[src/rtl/regfile_pkg.sv]
// Purpose: shared defaults and elaboration helpers for the parametrised register file.
// Latency: n/a (constants and a constant function only).
// Backpressure: n/a.
package regfile_pkg;

    localparam int DEF_WIDTH  = 8;
    localparam int DEF_NREGS  = 8;
    localparam int DEF_NREAD  = 2;
    localparam int DEF_ADDR_W = 4;

    // Ceiling log2, used only at elaboration to check NREGS against ADDR_W.
    function automatic int clog2(input int value);
        int result;
        result = 0;
        while ((1 << result) < value) begin
            result = result + 1;
        end
        return result;
    endfunction

endpackage

[src/rtl/regfile_param_onehot_dec.sv]
// Purpose: select-to-one-hot decoder; all-zero when en is low or sel is out of range.
// Latency: purely combinational.
// Backpressure: none.
// Ports: sel (ADDR_W) and en in, onehot (NOUT) out.
module onehot_dec #(
    parameter int ADDR_W = 4,
    parameter int NOUT   = 8
) (
    input  logic [ADDR_W-1:0] sel,
    input  logic              en,
    output logic [NOUT-1:0]   onehot
);

    // Comparing against every legal index leaves sel >= NOUT with no match.
    always_comb begin
        onehot = '0;
        for (int i = 0; i < NOUT; i++) begin
            if (en && (sel == ADDR_W'(i))) begin
                onehot[i] = 1'b1;
            end
        end
    end

endmodule

[src/rtl/regfile_param.sv]
// Purpose: register file, one write port, NREAD registered read ports, sticky out-of-range write flag.
// Latency: 1 edge for writes and reads; rdata and wr_err are registered (no input-to-output path).
// Backpressure: none; en and all selects are sampled every edge.
// Ports: clk, rst_n (sync, active-low), en/wsel/wdata write port, rsel/rdata packed read ports,
//        wr_err sticky error with err_clr.
// Build option: define REGFILE_BYPASS_EN to forward same-cycle write data to matching read ports.
module regfile_param
    import regfile_pkg::*;
#(
    parameter int WIDTH  = DEF_WIDTH,
    parameter int NREGS  = DEF_NREGS,
    parameter int NREAD  = DEF_NREAD,
    parameter int ADDR_W = DEF_ADDR_W
) (
    input  logic                    clk,
    input  logic                    rst_n,
    input  logic                    en,
    input  logic [ADDR_W-1:0]       wsel,
    input  logic [WIDTH-1:0]        wdata,
    input  logic [NREAD*ADDR_W-1:0] rsel,
    output logic [NREAD*WIDTH-1:0]  rdata,
    output logic                    wr_err,
    input  logic                    err_clr
);

    generate
        if (NREGS < 2 || clog2(NREGS) > ADDR_W) begin : g_bad_nregs
            $error("regfile_param: NREGS must be >= 2 and fit in ADDR_W select bits");
        end
        if (NREAD < 1) begin : g_bad_nread
            $error("regfile_param: NREAD must be at least 1");
        end
    endgenerate

    // One extra bit so NREGS == 2^ADDR_W is representable in the range compare.
    localparam logic [ADDR_W:0] NREGS_W = (ADDR_W + 1)'(NREGS);

    logic [WIDTH-1:0]       regs [NREGS];
    logic [NREGS-1:0]       wr_onehot;
    logic                   wr_oob;
    logic [NREAD*WIDTH-1:0] rd_next;

    onehot_dec #(
        .ADDR_W (ADDR_W),
        .NOUT   (NREGS)
    ) u_wdec (
        .sel    (wsel),
        .en     (en),
        .onehot (wr_onehot)
    );

    assign wr_oob = en && ({1'b0, wsel} >= NREGS_W);

    // Read mux: scanning legal indices returns 0 for out-of-range selects.
    // With bypass, the decoder's enable bit doubles as the write/read match,
    // so out-of-range writes can never forward.
    always_comb begin
        rd_next = '0;
        for (int i = 0; i < NREAD; i++) begin
            for (int j = 0; j < NREGS; j++) begin
                if (rsel[i*ADDR_W +: ADDR_W] == ADDR_W'(j)) begin
`ifdef REGFILE_BYPASS_EN
                    rd_next[i*WIDTH +: WIDTH] = wr_onehot[j] ? wdata : regs[j];
`else
                    rd_next[i*WIDTH +: WIDTH] = regs[j];
`endif
                end
            end
        end
    end

    always_ff @(posedge clk) begin
        if (!rst_n) begin
            for (int j = 0; j < NREGS; j++) begin
                regs[j] <= '0;
            end
            rdata  <= '0;
            wr_err <= 1'b0;
        end else begin
            for (int j = 0; j < NREGS; j++) begin
                if (wr_onehot[j]) begin
                    regs[j] <= wdata;
                end
            end
            rdata <= rd_next;
            // A new out-of-range write beats a clear in the same cycle.
            if (wr_oob) begin
                wr_err <= 1'b1;
            end else if (err_clr) begin
                wr_err <= 1'b0;
            end
        end
    end

endmodule

[config.mk]
export PLATFORM = sky130hd
export DESIGN_NAME = regfile_param
export DESIGN_NICKNAME = d
export VERILOG_FILES = /design/src/rtl/regfile_pkg.sv /design/src/rtl/regfile_param_onehot_dec.sv /design/src/rtl/regfile_param.sv
export SDC_FILE = /design/constraint.sdc
export NUM_CORES = 1
export LEC_CHECK = 0
export BUFFER_PORTS_ARGS = -buffer_cell sky130_fd_sc_hd__buf_2
export CORE_UTILIZATION = 55
export CTS_CLUSTER_DIAMETER = 150
export DETAILED_ROUTE_END_ITERATION = 10
export GPL_ROUTABILITY_DRIVEN = 0
export PLACE_DENSITY_LB_ADDON = 0.08
export SLEW_MARGIN = 20
export SYNTH_ARGS = -nofsm -noshare
export SYNTH_HDL_FRONTEND = slang
export SYNTH_SLANG_ARGS = --single-unit
[constraint.sdc]
create_clock -name clk -period 2.4 [get_ports clk]
set_input_delay 0.36 -clock clk [delete_from_list [all_inputs] [get_ports clk]]
set_output_delay 0.36 -clock clk [all_outputs]
set_load 0.05 [all_outputs]
# [Word level (Yosys, flattened, before mapping)]
# Memories as Yosys holds them, arrays and structs flattened.
# Index checks and enable logic that the tools add are counted.
[totals] register_bits=17 ram_bits=64 output_inout_bits=17 word_cells=105 n_memories=1
[classes] n_lt_le_gt_ge=1 eq_ne=21 n_mux=59 bitwise_logic=8 n_reduce_logical=13
[memory_table] name="regs" depth=8 width=8 read_ports=8 rd_ports_with_merged_regs=0 write_ports=8 line_no="regfile_param.sv:38" source="logic [WIDTH-1:0] regs [NREGS];"
[op_table] op="8-bit 2-to-1 mux" count=24
[op_table] op="4-bit by 3-bit equality test with 1-bit output, second input constant" count=12
[op_table] op="1-bit 2-to-1 mux" count=35
[op_table] op="4-bit by 2-bit equality test with 1-bit output, second input constant" count=6
[op_table] op="4-bit by 1-bit equality test with 1-bit output, second input constant" count=3
[op_table] op="4-bit logical NOT" count=3
[op_table] op="1-bit logical AND" count=9
[op_table] op="1-bit bitwise OR" count=8
[op_table] op="4-bit greater-or-equal comparator, second input constant" count=1
[op_table] op="2-bit nonzero test" count=1

# [Longest topological paths before layout]
# Gate-level depths: netlist (run 1).
[logic_depth] ltp_word=9 mapped_depth=8 depth_no_buf=4

# [Cells and area by module]
# Synthesis (run 1) repeated with hierarchy kept, for this count alone.
[unflattened] hier_cells=338 area_unflattened_um2=4180.3
[by_module_without_submodules] mod="regfile_param" instances=1 cells_each=325 area_per_inst_um2=4107.7 seq_area_each_um2=2262.2
[by_module_without_submodules] mod="onehot_dec" instances=1 cells_each=13 area_per_inst_um2=72.6 seq_area_each_um2=0.0

# [Least setup slack after synthesis (run 1)]
# Ideal clock, no wire load.
[synth_path] path_kind="input port to flip-flop" from="in wsel[3]" to="mem regs[0][16] (netlist name) (enable)" arrival_time_ps=1238 slack_ps=832 stages=3 n_path_buf=0 cell_sequence="nor3b_1 -> nand3b_1 -> nand2_1"
[synth_rtl] item="start, declared" line_no="regfile_param.sv:18" source="input logic [ADDR_W-1:0] wsel,"
[synth_rtl] item="end, declared" line_no="regfile_param.sv:38"

==> run summary, run 1 <==
crit path DAT: 1680 ps
Top Family by Delay on Critical Path: simple AND/OR/NAND/NOR gates
antenna violations before repair: 0
xor-xnor portion of the synthesized cell area: 0%
crit path capture type: register
wire length per cell: 20.8 um
Slew HR: 56.1%
CP Launch Type: primary input
H-tree Lvls: 3
vias in the first global route: 2858
worst path buffer plus inverter count: 1
Fmax: 603 MHz
worst r2r src: regs[1][16]
final slew viol count: 0
CTS Root Buffer Type: clkbuf_8
slowest stage delay, CP: 470 ps
setup bufs post-CTS: 0
status: finished clean
Max FO, Critical Path: 9
Period minus WS final: 1660 ps
Power, Total: 2.99 mW
most frequent CP cell: nand2_1
Worst Hold Margin: 287 ps
final setup fails: 0
die area: 7550 um^2
Post-Synth Adder-Cell Area: 0%
clk slew on worst S/H paths: 80 ps
Required @ worst endpoint: 2420 ps
first-pass GRT wire length: 15400 um
Primary FF master, synth: edfxtp_1
DR DRC count: 0
Nets: 394
Post-DP Area: 4210 um^2
fill cell total of the finished layout: 559
DIE WIDTH: 86.9 um
register area share after synthesis: 57.1%
CP Class: primary input to register
Netlist cell types: 42
Final Core Density: 63.8%
worst hold start: err_clr
number of clock sinks: 81
number of I/O pins: 41
grt ovf: 0
worst hold path type: primary input to register
final WL: 9790 um
post-route ant nets: 0
initial core utilization: 57.7%
CTS tree: built
Die Span Y: 86.9 um
via count: 2854
Final Cycle Share: 69.1%
worst path cell trace: buf_2, nor3b_1, nand2_1, nand2_1
Slew @ Worst Pin: 659 ps
largest family of logic cells by synthesized area: simple AND/OR/NAND/NOR gates
GRT Total Usage: 28.8%
Avg Cell Area, Syn: 11.9 um^2
synthesized net count: 356
Layout Skew: 9.78 ps
Longest Clk Path Bufs: 2
Area Growth Syn to Fin: 10.6%
Antenna diodes: 0
layout cells sized above 1: 19.7%
Yosys warnings: 0
maximum VDD drop: 0.355 mV
cts repair resizes: 0
# port buffers: 40
Setup crit start: wsel[3]
Core ar.: 6870 um^2
Max-cap violations: 0
RSZ-0062 raised after global routing: false
CTS buffer count: 9
Synth async-reset ratio: 0%
synthesized area: 3960 um^2
area of the multi-input gates: 1540 um^2
Sequential Area: 2260 um^2
Leak Pwr: 1.70 nW
clock latency on the worst-skew pair: 350 ps
post-DP HPWL: 6900 um
FP Rows: 30
compound-cell area share of the yosys netlist: 9.44%
Synth Area in Simple Gates: 15.9%
Seq cells post-synth: 81
Fin Setup TNS: 0 ps
Final Hold Fails: 0
number of enable flip-flop cells after synthesis: 64
Post-Syn Instances: 332
Vias/cell: 6.06
P per Cell Area: 682 nW/um^2
pin count of the biggest net entering global routing: 30
DR iter-0 viols: 242
Slowest-stage cell, CP: nor3b_1
mux share of post-synthesis cell area: 13.5%
Pre-antenna DRT Iters: 5
Post-CTS Hold Buffers: 0
design area: 4380 um^2
==> sequential cells by signal, summed over array words and instances (netlist names) <==
name and cells:
regs 64, rdata 16, wr_err 1
==> cell usage after synthesis (all sizes together) (2+ instances only) <==
master | count | area (um^2)
edfxtp | 64 | 1920
nor2 | 59 | 221
nand2 | 29 | 109
mux2i | 20 | 200
nand2b | 18 | 113
buf | 17 | 118
dfxtp | 17 | 340
mux4 | 13 | 312
a21oi | 12 | 60.1
inv | 9 | 33.8
o21ai | 7 | 35.0
o22ai | 7 | 43.8
a211oi | 6 | 45.0
and3 | 6 | 37.5
nor2b | 5 | 31.3
or2b | 5 | 37.5
o21a | 4 | 30.0
a32oi | 3 | 26.3
clkbuf | 3 | 11.3
nand3 | 3 | 15.0
nand3b | 3 | 22.5
o221a | 3 | 33.8
o221ai | 3 | 26.3
a22oi | 2 | 15.0
mux2 | 2 | 22.5
nor3b | 2 | 15.0
==> area by class of cell <==
type                            count  area share [%]
Clock buffer                       13            3.63
Clock inverter                      3           0.400
Inverter                            9           0.771
Multi-Input combinational cell    222            35.1
Sequential cell                    81            51.6
Tap cell                           96            2.74
Timing Repair Buffer               47            5.77
==> power by group <==
part / total [mW] / leakage (nW) / internal [mW] / switching (mW)
registers: 1.66 / 0.755 / 1.61 / 0.0536
logic: 0.406 / 0.854 / 0.151 / 0.256
clock network: 0.919 / 0.0894 / 0.431 / 0.489
==> layer usage <==
| layer | global-route usage (%) | wire (um) | up-vias |
|---|---|---|---|
| met5 | 0 | 0 | - |
| met4 | 13.8 | 365 | 0 |
| met3 | 5.40 | 589 | 30 |
| met2 | 49.5 | 4970 | 138 |
| met1 | 35.2 | 3860 | 1388 |
| li1 | - | - | 1298 |
==> worst paths after layout <==
check               endpoint  slack, ps  cells after the start
setup / recovery  regs[0][0]        740                      4
hold / removal        wr_err        290                      3
setup reg to reg    rdata[0]       1020                      4
hold reg to reg       wr_err        480                      2
==> metrics by stage <==
| stage | cells | setup slack, ps |
|---|---|---|
| global placement | 455 | 484 |
| finish | 471 | 742 |
| global route | 471 | 619 |
| floorplan | 332 | 832 |
| detailed placement | 455 | 448 |
| CTS | 471 | 780 |
==> cells by family (layout without fill, tap and decap cells) <==
family / after synthesis / after routing
buffers and inverters: 29 / 72
multiplexers: 35 / 35
AND/OR/NAND/NOR: 133 / 133
AO/OA/AOI/OAI: 54 / 54
flip-flops: 81 / 81
==> cell usage in the layout, fill, tap and decap left out, types with 7 or more instances in the layout <==
master and n:
edfxtp_1 64, nor2_1 59, buf_4 7, mux2i_1 20
mux4_2 8, o22ai_1 7, a21oi_1 12, dfxtp_1 17
buf_2 40, o21ai_0 7, clkbuf_8 11, inv_1 9
nand2b_1 18, nand2_1 29
==> worst register-to-register path, cell delays in order (launching register included) <==
cell	delay [ps]
edfxtp_1	430
nand2b_1	190
a211oi_1	290
o22ai_1	160
and3_1	210
Note: power is estimated with default switching activity, not from simulation.
==> run 2: changes to the inputs <==
--- a/config.mk
+++ b/config.mk
@@ -5,6 +5,7 @@
 export SDC_FILE = /design/constraint.sdc
 export NUM_CORES = 1
 export LEC_CHECK = 0
+export ABC_AREA = 1
 export BUFFER_PORTS_ARGS = -buffer_cell sky130_fd_sc_hd__buf_2
 export CORE_UTILIZATION = 55
 export CTS_CLUSTER_DIAMETER = 150
==> constraint.sdc (replaced) <==
create_clock -name clk -period 1.71 [get_ports clk]
set_input_delay 0.2565 -clock clk [delete_from_list [all_inputs] [get_ports clk]]
set_output_delay 0.2565 -clock clk [all_outputs]
set_load 0.05 [all_outputs]
==> run 2 against run 1 <==
Synthesized area fell by 2.0%. Count of clock-buffer cells in the layout down 3. Critical path depth is 3 lower. Final cell count up 30%. Global-route usage down 0.95 points. Largest cell class unchanged. Largest power group unchanged. Highest routed layer unchanged.
==> run summary, run 2 <==
Required @ worst endpoint: 1450 ps
placed cell count: 595
Vias/cell: 5.55
H-tree Lvls: 3
reg2reg end: rdata[4]
Flop pwr share: 53.3%
final setup fails: 0
CTS tree: built
Yosys warnings: 0
ranking of synthesized cells by area: edfxtp_1 50%, nand3_1 9.7%, dfxtp_1 8.8%
GRT Total Usage: 27.9%
top post-synthesis cells by count: 85 x nor2_1, 75 x nand3_1, 64 x edfxtp_1, 60 x nand2_1, 58 x inv_1
Worst Hold End: wr_err
FP Rows: 30
worst hold path type: primary input to register
P per Cell Area: 948 nW/um^2
antenna violations before repair: 0
synthesized net count: 467
Area Growth Syn to Fin: 18.0%
switching power: 1.16 mW
CTS Root Buffer Type: clkbuf_8
clk slew on worst S/H paths: 90 ps
pin count of the biggest net entering global routing: 26
first-pass GRT wire length: 14900 um
layout cells sized above 1: 18.3%
Netlist cell types: 19
Max-cap violations: 0
DR iter-0 viols: 286
post-synth top area share: 49.5%
Largest Register: regs
Antenna diodes: 0
register area share after synthesis: 58.3%
most frequent cell after synthesis: nor2_1
post-DP HPWL: 7020 um
uppermost layer routed: met4
RSZ-0062 raised after global routing: false
Hold Crit Depth: 4
reg2reg setup slack: 570 ps
post-route ant nets: 0
setup bufs post-CTS: 0
Final Hold Fails: 0
maximum VDD drop: 0.568 mV
via count: 3389
Die Span Y: 86.0 um
DR WL met2: 4790 um
Slowest-stage cell, CP: dfxtp_1
final WL: 9690 um
synthesized area: 3880 um^2
DR DRC count: 0
Max FO, Critical Path: 2
status: finished clean
clock latency on the worst-skew pair: 350 ps
Power, Total: 4.34 mW
number of I/O pins: 41
Post-Syn Instances: 443
Switching Share: 26.8%
worst r2r src: regs[0][20]
number of clock sinks: 81
met3 WL: 715 um
crit path capture type: output pin
Core ar.: 6790 um^2
worst path cell trace: buf_2
final slew viol count: 0
leading cell type in the layout, fill and taps excluded: nor2_1
Seq cells post-synth: 81
CP Class: register to output pin
Logic pwr share: 11.9%
slowest stage delay, CP: 350 ps
Fmax: 821 MHz
Longest Clk Path Bufs: 2
WL met1: 3850 um
Clock Power Share: 34.8%
Top Registers: regs (64), rdata (16), wr_err (1)
internal power: 3.18 mW
Top Family by Delay on Critical Path: flip-flops
Nets: 534
Slew @ Worst Pin: 426 ps
Layout Cells excl Fill: 611
DIE WIDTH: 86.0 um
worst hold start: err_clr
Avg Cell Area, Syn: 8.76 um^2
die area: 7400 um^2
Slew HR: 71.5%
# port buffers: 40
cts repair resizes: 0
Layout Skew: 5.50 ps
worst path buffer plus inverter count: 1
wire length per cell: 15.9 um
initial core utilization: 57.1%
Synth async-reset ratio: 0%
Primary FF master, synth: edfxtp_1
number of enable flip-flop cells after synthesis: 64
max FFs per register: 64
Period minus WS final: 1220 ps
commonest cells after routing, fill and taps aside: 85 x nor2_1, 75 x nand3_1, 64 x edfxtp_1
Final Cycle Share: 71.2%
Leak Pwr: 2.05 nW
leading area contributor after synthesis: edfxtp_1
grt ovf: 0
CTS buffer count: 9
Post-CTS Hold Buffers: 0
vias in the first global route: 3130
crit path DAT: 960 ps
reg2reg path depth: 6
Pre-antenna DRT Iters: 5
Fin Setup TNS: 0 ps
CP Launch Type: register
## run 2: cell count changes after synthesis, moves of 8 or more
cell | previous run | this run
nand2_1 | 29 | 60
mux2i_1 | 20 | 0
nand2b_1 | 18 | 0
nand3_1 | 3 | 75
mux4_2 | 8 | 0
nor2_1 | 59 | 85
nand4_1 | 0 | 19
inv_1 | 9 | 58
a21oi_1 | 12 | 20
## run 2: routing by layer
| layer | up-vias | global-route usage (%) |
|---|---|---|
| li1 | 1623 | - |
| met1 | 1561 | 34.2 |
| met2 | 167 | 47.6 |
| met3 | 38 | 4.52 |
| met4 | 0 | 14.4 |
| met5 | - | 0 |
## run 2: layout make-up
cell class	instances	area, um^2
Sequential cell	81	2260
Fill cell	552	2210
Multi-Input combinational cell	291	1350
Timing Repair Buffer	64	393
Inverter	63	236
Clock buffer	10	149
Tap cell	96	120
Clock inverter	6	71.3
## run 2: worst max-delay path by stage
stage	startpoint	to	cells after the start
floorplan	wsel[3]	regs[0][24]	3
global placement	wsel[3]	regs[0][7]	6
detailed placement	wsel[1]	regs[1][1]	6
CTS	wr_err	wr_err	1
global route	regs[0][0]	rdata[0]	6
finish	wr_err	wr_err	1
## run 2: stage by stage
| stage | setup WS (ps) | instance area (um^2) | hold WS, ps | utilization (%) |
|---|---|---|---|---|
| floorplan | -39.6 | 3880 | 396 | - |
| CTS | 466 | 4580 | 126 | 67.4 |
| global placement | 263 | 4360 | 445 | 64.2 |
| finish | 492 | 4580 | 144 | 67.4 |
| global route | 461 | 4580 | 145 | 67.4 |
| detailed placement | 232 | 4360 | 467 | 64.2 |
## run 2: cell families (layout without fill, tap and decap cells)
family / after synthesis / in the layout / share of synthesized area, %
DFF: 81 / 81 / 58.3
buffers and inverters: 71 / 143 / 7.03
AOI/OAI and AO/OA: 34 / 34 / 4.38
and+or+nand+nor: 257 / 257 / 30.3
## run 2: power groups by stage
stage	logic [mW]	registers, mW	clock network (mW)
2_1_floorplan	0.223	2.44	0
3_3_place_gp	0.503	2.35	0
3_5_place_dp	0.513	2.36	0
4_1_cts	0.514	2.31	1.52
5_1_grt	0.562	2.33	1.61
6_report	0.516	2.32	1.51
==> run 3: changes to the inputs <==
--- a/config.mk
+++ b/config.mk
@@ -5,9 +5,9 @@
 export SDC_FILE = /design/constraint.sdc
 export NUM_CORES = 1
 export LEC_CHECK = 0
-export ABC_AREA = 1
+export ABC_AREA = 0
 export BUFFER_PORTS_ARGS = -buffer_cell sky130_fd_sc_hd__buf_2
-export CORE_UTILIZATION = 55
+export CORE_UTILIZATION = 53
 export CTS_CLUSTER_DIAMETER = 150
 export DETAILED_ROUTE_END_ITERATION = 10
 export GPL_ROUTABILITY_DRIVEN = 0
==> constraint.sdc (replaced) <==
create_clock -name clk -period 1.1 [get_ports clk]
set_input_delay 0.165 -clock clk [delete_from_list [all_inputs] [get_ports clk]]
set_output_delay 0.165 -clock clk [all_outputs]
set_load 0.05 [all_outputs]
==> run 3 against run 2 <==
The run now ends with negative setup slack left. Worst setup slack got worse by 710 ps. Design area rose by 12%. Via count fell by 11%. Combinational power rose by 140%. Global-route usage rose by 0.30 points. Sequential share of layout area fell by 5.2 points. Register-to-register slack got worse by 790 ps. Final cell count fell by 13%. Worst hold slack got worse by 68 ps. Critical path type is now register to register. Critical endpoint is now rdata[2].
==> run summary, run 3 (synthesis results as in run 1) <==
number of I/O pins: 41
via count: 3019
Pre-antenna DRT Iters: 4
Placement Setup Slack: -308 ps
first-pass GRT wire length: 15200 um
max FFs per register: 64
worst path cell trace: mux4_2, nand2b_4, and3_4
Worst Hold Margin: 76.5 ps
CP Launch Type: register
DR DRC count: 0
Layout Skew: 12.8 ps
Slew HR: 65.6%
Top Family by Delay on Critical Path: multiplexers
wire length per cell: 19.1 um
Max-cap violations: 0
Fmax: 760 MHz
grt ovf: 0
DR iter-0 viols: 189
crit path DAT: 1570 ps
fill cell total of the finished layout: 530
Period minus WS final: 1320 ps
crit path capture type: register
H-tree Lvls: 3
number of clock sinks: 81
worst hold path type: primary input to register
Post-DP Area: 4750 um^2
Power, Total: 6.78 mW
Post-CTS Hold Buffers: 0
Final Hold Fails: 0
Fin Setup TNS: -1870 ps
Largest Register: regs
P per Cell Area: 1320 nW/um^2
Final Core Density: 70.6%
GRT Total Usage: 28.2%
Slowest-stage cell, CP: mux4_2
slowest stage delay, CP: 480 ps
layout cells sized above 1: 38.6%
RSZ-0062 raised after global routing: true
failing checks: negative setup slack
status: finished with violations
Leak Pwr: 2.03 nW
clk slew on worst S/H paths: 80 ps
Max FO, Critical Path: 3
final setup fails: 13
final WL: 10200 um
CTS buffer count: 9
Die Span Y: 88.5 um
placed cell count: 514
post-DP HPWL: 7300 um
Required @ worst endpoint: 1350 ps
DIE WIDTH: 88.5 um
commonest cells after routing, fill and taps aside: 64 x buf_4, 64 x edfxtp_1, 59 x nor2_1
Area Growth Syn to Fin: 29.2%
Core ar.: 7250 um^2
final slew viol count: 0
FP Rows: 31
Final Cycle Share: 120%
Sequential Area: 2260 um^2
Layout Cells excl Fill: 534
CTS Root Buffer Type: clkbuf_8
initial core utilization: 54.6%
Vias/cell: 5.65
clock latency on the worst-skew pair: 350 ps
# port buffers: 40
post-route ant nets: 0
area of the multi-input gates: 1680 um^2
Final WS setup: -216 ps
Nets: 454
vias in the first global route: 2842
Longest Clk Path Bufs: 2
worst path buffer plus inverter count: 0
antenna violations before repair: 0
Slew @ Worst Pin: 516 ps
pin count of the biggest net entering global routing: 23
design area: 5120 um^2
CTS tree: built
Top Registers: regs (64), rdata (16), wr_err (1)
die area: 7820 um^2
maximum VDD drop: 0.841 mV
CP Class: register to register
Antenna diodes: 0
run 3: cell types whose count changed in the layout (fill, tap and decap cells not counted), moves of 7 or more:
| cell | previous run | this run |
|---|---|---|
| buf_2 | 40 | 24 |
| o21ai_0 | 14 | 5 |
| nand3_1 | 75 | 2 |
| mux2i_1 | 0 | 20 |
| a21oi_1 | 20 | 9 |
| mux4_2 | 0 | 13 |
| nand2b_1 | 0 | 12 |
| nor2_1 | 85 | 59 |
| inv_1 | 58 | 9 |
| nand2_1 | 60 | 25 |
| nand4_1 | 19 | 0 |
| clkbuf_4 | 0 | 7 |
| buf_4 | 23 | 64 |
run 3: area by class of cell:
class / instances / share of cell area (%)
Tap cell: 99 / 2.42
Sequential cell: 81 / 44.2
Timing Repair Buffer: 107 / 16.6
Multi-Input combinational cell: 222 / 32.7
Clock buffer: 11 / 2.76
Inverter: 9 / 0.660
Clock inverter: 5 / 0.611
run 3: worst reg2reg max path, stage by stage (launching register included):
cell      delay (ps)
edfxtp_1         440
mux4_2           480
nand2b_4         150
and3_4           150
run 3: final timing paths:
| path | startpoint | cells after the start | slack (ps) | end |
|---|---|---|---|---|
| worst max-delay path | regs[1][18] | 3 | -220 | rdata[2] |
| worst min-delay path | err_clr | 3 | 80 | wr_err |
| worst max register to register | regs[1][18] | 3 | -220 | rdata[2] |
| worst min register to register | wr_err | 2 | 500 | wr_err |
run 3: routing by layer:
layer / track usage (%) / part of all wire [%] / routed length (um)
met5: 0 / 0 / 0
met4: 12.3 / 2.2 / 227
met3: 5.22 / 5.4 / 550
met2: 46.9 / 52 / 5260
met1: 36.3 / 41 / 4170
run 3: timing repair:
| item | 4_1_cts | 5_1_grt |
|---|---|---|
| pin swaps | 12 | 9 |
| setup endpoints to repair | 20 | 26 |
| buffers inserted | 4 | 0 |
| gates resized for setup | 21 | 28 |
| hold endpoints to repair | 0 | 0 |
run 3: power by group:
group / total (mW) / internal [mW] / switching [mW]
logic: 1.22 / 0.583 / 0.638
registers: 3.62 / 3.51 / 0.114
clock network: 1.94 / 0.871 / 1.07
total: 6.78 / 4.96 / 1.82
